File: src/rtl/control_multi.sv
// control_multi: Moore FSM controller for the multi-cycle MIPS datapath.
// Handles R-format, JR, LW, SW, ORI, BEQ and J. Sequences fetch, decode,
// execute, memory and writeback. Memory states wait on mem_ready, and a
// wait longer than WAIT_MAX cycles traps.
// The optional performance counters (cycle_cnt, instr_cnt) are enabled by
// defining MC_PERF_CNT_EN.
module control_multi #(
  parameter int WAIT_MAX = 15,
  parameter int CNT_W    = 32
) (
  input  logic             clk,
  input  logic             rst_n,
  input  logic [5:0]       opcode,
  input  logic [5:0]       funct,
  input  logic             zero,
  input  logic             mem_ready,
  output logic             PCWrite,
  output logic             PCWriteCond,
  output logic             IorD,
  output logic             MemRead,
  output logic             MemWrite,
  output logic             IRWrite,
  output logic             MemtoReg,
  output logic             RegDst,
  output logic             RegWrite,
  output logic             ALUSrcA,
  output logic [1:0]       ALUSrcB,
  output logic [1:0]       ALUOp,
  output logic [1:0]       PCSource,
  output logic             illegal,
  output logic [3:0]       state
`ifdef MC_PERF_CNT_EN
  ,
  output logic [CNT_W-1:0] cycle_cnt,
  output logic [CNT_W-1:0] instr_cnt
`endif
);

  localparam logic [5:0] OP_R   = 6'd0;
  localparam logic [5:0] OP_J   = 6'd2;
  localparam logic [5:0] OP_BEQ = 6'd4;
  localparam logic [5:0] OP_ORI = 6'd13;
  localparam logic [5:0] OP_LW  = 6'd35;
  localparam logic [5:0] OP_SW  = 6'd43;
  localparam logic [5:0] FN_JR  = 6'd8;

  typedef enum logic [3:0] {
    S_START, S_FETCH, S_DECODE, S_MEMADR, S_MEMRD, S_MEMWB, S_MEMWR,
    S_REXE, S_RWB, S_OEXE, S_OWB, S_BR, S_JMP, S_JR, S_TRAP
  } state_t;

  typedef struct packed {
    logic       pc_write;
    logic       pc_write_cond;
    logic       iord;
    logic       mem_read;
    logic       mem_write;
    logic       mem_to_reg;
    logic       reg_dst;
    logic       reg_write;
    logic       alu_src_a;
    logic [1:0] alu_src_b;
    logic [1:0] alu_op;
    logic [1:0] pc_source;
    logic       illegal;
  } ctl_t;

  state_t     state_q, state_d;
  ctl_t       ctl_q, ctl_d;
  logic [7:0] wait_cnt;
  logic       timeout;
  logic       wait_state;

  // The datapath qualifies PCWriteCond with zero itself; the controller only
  // carries the flag through for interface completeness.
  logic unused_ok;
  assign unused_ok = zero;

  assign timeout    = (wait_cnt == 8'(WAIT_MAX)) && !mem_ready;
  assign wait_state = (state_q == S_FETCH) || (state_q == S_MEMRD) ||
                      (state_q == S_MEMWR);

  // Next-state logic: dispatch on opcode in DECODE, stall memory states on mem_ready.
  always_comb begin
    // NOTE: default assignment first so no path leaves state_d unassigned (no latch).
    state_d = state_q;
    unique case (state_q)
      S_START:  state_d = S_FETCH;
      S_FETCH:  if (mem_ready) state_d = S_DECODE;
                else if (timeout) state_d = S_TRAP;
      S_DECODE: begin
        if (opcode == OP_LW || opcode == OP_SW)  state_d = S_MEMADR;
        else if (opcode == OP_R)                 state_d = (funct == FN_JR) ? S_JR : S_REXE;
        else if (opcode == OP_ORI)               state_d = S_OEXE;
        else if (opcode == OP_BEQ)               state_d = S_BR;
        else if (opcode == OP_J)                 state_d = S_JMP;
        else                                     state_d = S_TRAP;
      end
      S_MEMADR: state_d = (opcode == OP_SW) ? S_MEMWR : S_MEMRD;
      S_MEMRD:  if (mem_ready) state_d = S_MEMWB;
                else if (timeout) state_d = S_TRAP;
      S_MEMWR:  if (mem_ready) state_d = S_FETCH;
                else if (timeout) state_d = S_TRAP;
      S_REXE:   state_d = S_RWB;
      S_OEXE:   state_d = S_OWB;
      S_MEMWB, S_RWB, S_OWB, S_BR, S_JMP, S_JR: state_d = S_FETCH;
      S_TRAP:   state_d = S_TRAP;
      default:  state_d = S_TRAP;
    endcase
  end

  // Output decode of the upcoming state, so the outputs can be registered
  // and still line up with the state they belong to.
  always_comb begin
    ctl_d = '0;
    unique case (state_d)
      S_FETCH:  begin ctl_d.mem_read = 1'b1; ctl_d.alu_src_b = 2'b01; end
      S_DECODE: ctl_d.alu_src_b = 2'b11;
      S_MEMADR: begin ctl_d.alu_src_a = 1'b1; ctl_d.alu_src_b = 2'b10; end
      S_MEMRD:  begin ctl_d.mem_read = 1'b1; ctl_d.iord = 1'b1; end
      S_MEMWB:  begin ctl_d.reg_write = 1'b1; ctl_d.mem_to_reg = 1'b1; end
      S_MEMWR:  begin ctl_d.mem_write = 1'b1; ctl_d.iord = 1'b1; end
      S_REXE:   begin ctl_d.alu_src_a = 1'b1; ctl_d.alu_op = 2'b10; end
      S_RWB:    begin ctl_d.reg_write = 1'b1; ctl_d.reg_dst = 1'b1; end
      S_OEXE:   begin ctl_d.alu_src_a = 1'b1; ctl_d.alu_src_b = 2'b10;
                      ctl_d.alu_op = 2'b11; end
      S_OWB:    ctl_d.reg_write = 1'b1;
      S_BR:     begin ctl_d.alu_src_a = 1'b1; ctl_d.alu_op = 2'b01;
                      ctl_d.pc_write_cond = 1'b1; ctl_d.pc_source = 2'b01; end
      S_JMP:    begin ctl_d.pc_write = 1'b1; ctl_d.pc_source = 2'b10; end
      S_JR:     begin ctl_d.pc_write = 1'b1; ctl_d.pc_source = 2'b11; end
      S_TRAP:   ctl_d.illegal = 1'b1;
      default:  ctl_d = '0;
    endcase
  end

  // State, wait counter and registered outputs; reset aborts any access at once.
  always_ff @(posedge clk or negedge rst_n) begin
    if (!rst_n) begin
      state_q  <= S_START;
      wait_cnt <= '0;
      ctl_q    <= '0;
    end else begin
      // NOTE: non-blocking assignments so every register samples pre-edge values.
      state_q  <= state_d;
      ctl_q    <= ctl_d;
      // Counts only while stalled in a memory state; any state change clears it.
      wait_cnt <= (wait_state && state_d == state_q) ? wait_cnt + 8'd1 : 8'd0;
    end
  end

  // Fetch completes in the same cycle mem_ready arrives, so PC and IR loads
  // follow the handshake directly.
  assign PCWrite     = ctl_q.pc_write | ((state_q == S_FETCH) & mem_ready);
  assign IRWrite     = (state_q == S_FETCH) & mem_ready;
  assign PCWriteCond = ctl_q.pc_write_cond;
  assign IorD        = ctl_q.iord;
  assign MemRead     = ctl_q.mem_read;
  assign MemWrite    = ctl_q.mem_write;
  assign MemtoReg    = ctl_q.mem_to_reg;
  assign RegDst      = ctl_q.reg_dst;
  assign RegWrite    = ctl_q.reg_write;
  assign ALUSrcA     = ctl_q.alu_src_a;
  assign ALUSrcB     = ctl_q.alu_src_b;
  assign ALUOp       = ctl_q.alu_op;
  assign PCSource    = ctl_q.pc_source;
  assign illegal     = ctl_q.illegal;
  assign state       = state_q;

`ifdef MC_PERF_CNT_EN
  logic terminal;
  assign terminal = (state_q == S_MEMWB) || (state_q == S_MEMWR) || (state_q == S_RWB) ||
                    (state_q == S_OWB) || (state_q == S_BR) || (state_q == S_JMP) ||
                    (state_q == S_JR);

  // Cycle count while running; instruction count on each retire back into FETCH.
  always_ff @(posedge clk or negedge rst_n) begin
    if (!rst_n) begin
      cycle_cnt <= '0;
      instr_cnt <= '0;
    end else begin
      if (state_q != S_START && state_q != S_TRAP) cycle_cnt <= cycle_cnt + CNT_W'(1);
      if (terminal && state_d == S_FETCH)          instr_cnt <= instr_cnt + CNT_W'(1);
    end
  end
`else
  // Keeps CNT_W referenced when the counters are compiled out.
  logic [CNT_W-1:0] unused_cnt_w;
  assign unused_cnt_w = '0;
`endif

endmodule

File: config.mk
export PLATFORM = sky130hd
export DESIGN_NAME = control_multi
export DESIGN_NICKNAME = d
export VERILOG_FILES = /design/src/rtl/control_multi.sv
export SDC_FILE = /design/constraint.sdc
export NUM_CORES = 1
export LEC_CHECK = 0
export CAP_MARGIN = 20
export CORE_ASPECT_RATIO = 0.6
export CORE_MARGIN = 2
export CORE_UTILIZATION = 48
export CTS_BUF_LIST = sky130_fd_sc_hd__clkbuf_16
export DETAILED_ROUTE_END_ITERATION = 8
export GPL_TIMING_DRIVEN = 0
export PLACE_DENSITY = 0.79
export SYNTH_ARGS = -nofsm -noshare
export SYNTH_HDL_FRONTEND = slang
export SYNTH_SLANG_ARGS = --single-unit
File: constraint.sdc
create_clock -name clk -period 2.65 [get_ports clk]
set_input_delay 0.53 -clock clk [delete_from_list [all_inputs] [get_ports clk]]
set_output_delay 0.53 -clock clk [all_outputs]
set_load 0.02 [all_outputs]
==> out/metrics.yaml <==
status:
  outcome: "complete, but fails checks"
  violations: "negative setup slack"
clock_tree:
  ctsLongestPathBuffers: 2
  cts_inserted_buffers: 3
  cts_tree: "done"
  cts_sinks: 27
  htree_levels: 1
  clkSlewWorstSetupHoldPaths_ps: 60
  clk_latency_ps: 260
  clock-root-buffer: "clkbuf_16"
  cts_hold_buf: 0
routing:
  avgViaCountPerCell: 5.741
  wl_per_cell_um: 18.13
  drtAntennaViolNets: 0
  firstDrtPassIters: 4
  wl_um: 4478
  vias: 1418
  route.detailed.drc: 0
  drt_iter0_drc: 126
pwr:
  total_power_uw: 2454
  powerDensity_nw_per_um2: 1139
  power.leakage_uw: 0.0009259
  irDropWorstVdd_uv: 700.6
sta:
  hold_violations: 0
  fin_crit_sh_pct: 103.8
  max_freq_mhz: 363.5
  setup_viol: 2
  finalSetupTns_ps: -155.5
  slew_violations: 0
  max_slew_margin_pct: 57.42
  finClkSkew_ps: 3.249
  min_period_ps: 2751
  fin_ws_ps: -101.1
  holdWs_ps: 531.9
  tightest_slew_ps: 636.7
  rsz0062_at_grt: "yes"
critical_path:
  rr_worst_depth: 8
  max_stage_delay_ps: 470
  crit_type: "reg -> out"
  critPathRequiredTime_ps: 2120
  r2r_end: "MemRead"
  cp_slowest_cell: "or4_4"
  path_cells: "or3b_4, a21oi_2, nor3b_2, or4_4, nand2b_4, o21bai_4, buf_6"
  cp-endpoint: "PCWrite"
  cp_num_buf_inv: 1
  cp-end-kind: "output pin"
  r2r_start: "state[1]"
  cp_data_arrival_time_ps: 2220
  crit_start: "state[0]"
  crit_cells: 7
  cp_max_fo: 5
  path_delay_family: "simple AND/OR/NAND/NOR gates"
  reg2reg_slack_ps: 350
  startpoint_type: "flop"
finish:
  n_antenna_cell: 0
  area_delta_synth_final_pct: 50.66
  layout-drive-gt1-share_pct: 31.71
  fin_nets: 223
  instances_no_fill: 247
yosys:
  synthesis.area_um2: 1430
  yosysUniqueCellTypes: 44
  yosysWarnings: 0
  syn_area_per_cell_um2: 9.534
  ys_seq_elements: 27
  syn_inst: 150
  synth-edff-count: 0
  ys_async_sr_fraction_pct: 100.0
  synth_seq_area_share_pct: 47.24
  postSynthNetCount: 167
  synth_ff_type: "dfrtp_1"
grt:
  grt_usage_pct: 26.52
  antenna_found_initial: 0
  grt_overflow: 0
  grt_max_degree: 17
  first_global_vias: 1305
  grt_pass1_wl_um: 6534
floorplanning:
  die_x_um: 74.47
  initial_utilization_pct: 50.13
  rows: 15
  coreArea_um2: 2853
  die_y_um: 46.28
  io-pin-count: 37
  die_area_um2: 3446
min_path:
  hold_path.class: "reg -> reg"
  hold_depth: 2
run:
  max-cap-violations: 0
place:
  portBuffers: 33
  place.detailed.hpwl_um: 2608
  gp_congestion: 0.8757
  dp.cells: 226
  pre_cts_ws_ps: -1072
[stage by stage]
stage | area [um^2] | utilization, %
floorplan | 1434 | -
finish | 2155 | 75.53
global route | 2155 | 75.53
CTS | 2090 | 73.25
global placement | 1817 | 63.68
detailed placement | 1832 | 64.21
[cell families after synthesis]
logic type	after synthesis	synth area share, %
DFF	27	47.24
xor gates and xnor gates	8	4.900
and+or+nand+nor	69	24.85
buffers and inverters	14	4.811
AOI/OAI and AO/OA	31	17.32
adders and majority gates	1	0.8748
[layout make-up]
type,count,area (um^2)
clock buffer,3,75.07
inverter,6,22.52
clock inverter,1,3.754
fill,185,698.2
sequential,27,676.9
multi-input combinational,109,815.8
buffer,6,40.04
tap,42,52.55
timing repair buffer,53,467.9
[placed cells by master (no fill, tap or decap), types with 3 or more instances in the layout]
cell type	instances
clkdlybuf4s50_1	20
xnor2_1	5
buf_4	20
nor2_1	23
a21oi_1	5
dfrtp_1	26
clkbuf_2	4
nor3_1	4
nor2b_1	3
xor2_1	3
buf_2	3
buf_6	5
nand2_1	13
o21ai_0	4
dlygate4sd2_1	3
clkbuf_16	3
inv_1	5
nand3_1	3
[sequential cells by signal, summed over array words and instances, names as in the netlist]
name and cells:
ALUSrcB 2, ALUSrcA 1, ALUOp 2, RegWrite 1, MemtoReg 1, PCWriteCond 1, wait_cnt 8, MemWrite 1
IorD 1, state 4, MemRead 1, illegal 1, RegDst 1, PCSource 2
[timing repair]
item	4_1_cts	5_1_grt
gates resized for setup	57	23
pin swaps	14	7
setup endpoints to repair	2	2
buffers inserted	14	5
[layer usage]
| layer | routed length (um) | share of wire [%] | global-route usage (%) |
|---|---|---|---|
| met2 | 2055 | 46 | 39.29 |
| met4 | 106 | 2.4 | 7.143 |
| met5 | 0 | 0 | 0 |
| met1 | 1825 | 41 | 37.82 |
| met3 | 490 | 11 | 8.096 |
[worst min-delay path, stage by stage, from the launching register on]
cell	delay, ps
dfrtp_1	350
buf_4	110
nor2_1	30
[where the power goes]
part           internal [uW]  switching (uW)
logic                    689             865
clock network            202             137
registers                509            52.0
total                   1400            1050
[how the worst min path moves through the flow]
stage                           start     endpoint  slack [ps]
final                     wait_cnt[0]  wait_cnt[0]         530
after global routing      wait_cnt[0]  wait_cnt[0]         570
after CTS                 wait_cnt[0]  wait_cnt[0]         530
after detailed placement  wait_cnt[0]  wait_cnt[0]         460
after global placement    wait_cnt[0]  wait_cnt[0]         450
after floorplan                 rst_n     ALUOp[0]         230
[synthesized netlist by cell type (all sizes together), types with 2 or more instances]
| cell type | count | area, um^2 |
|---|---|---|
| o21bai | 2 | 15.01 |
| xor2 | 3 | 26.28 |
| nand2 | 15 | 56.30 |
| a31oi | 2 | 12.51 |
| buf | 4 | 31.27 |
| nand2b | 3 | 18.77 |
| and3 | 3 | 18.77 |
| o21ai | 4 | 20.02 |
| nand3b | 2 | 15.01 |
| dfrtp | 27 | 675.7 |
| o22ai | 2 | 12.51 |
| inv | 6 | 22.52 |
| nand3 | 3 | 15.01 |
| a211o | 3 | 35.04 |
| xnor2 | 5 | 43.79 |
| clkbuf | 4 | 15.01 |
| or3b | 2 | 17.52 |
| nor2b | 3 | 18.77 |
| nor2 | 24 | 90.09 |
| a21oi | 7 | 35.03 |
| a311oi | 2 | 17.52 |
| nor4 | 3 | 25.02 |
| a41oi | 2 | 25.03 |
| nor3 | 5 | 25.02 |
No activity file was read; power rests on OpenSTA's default activity.
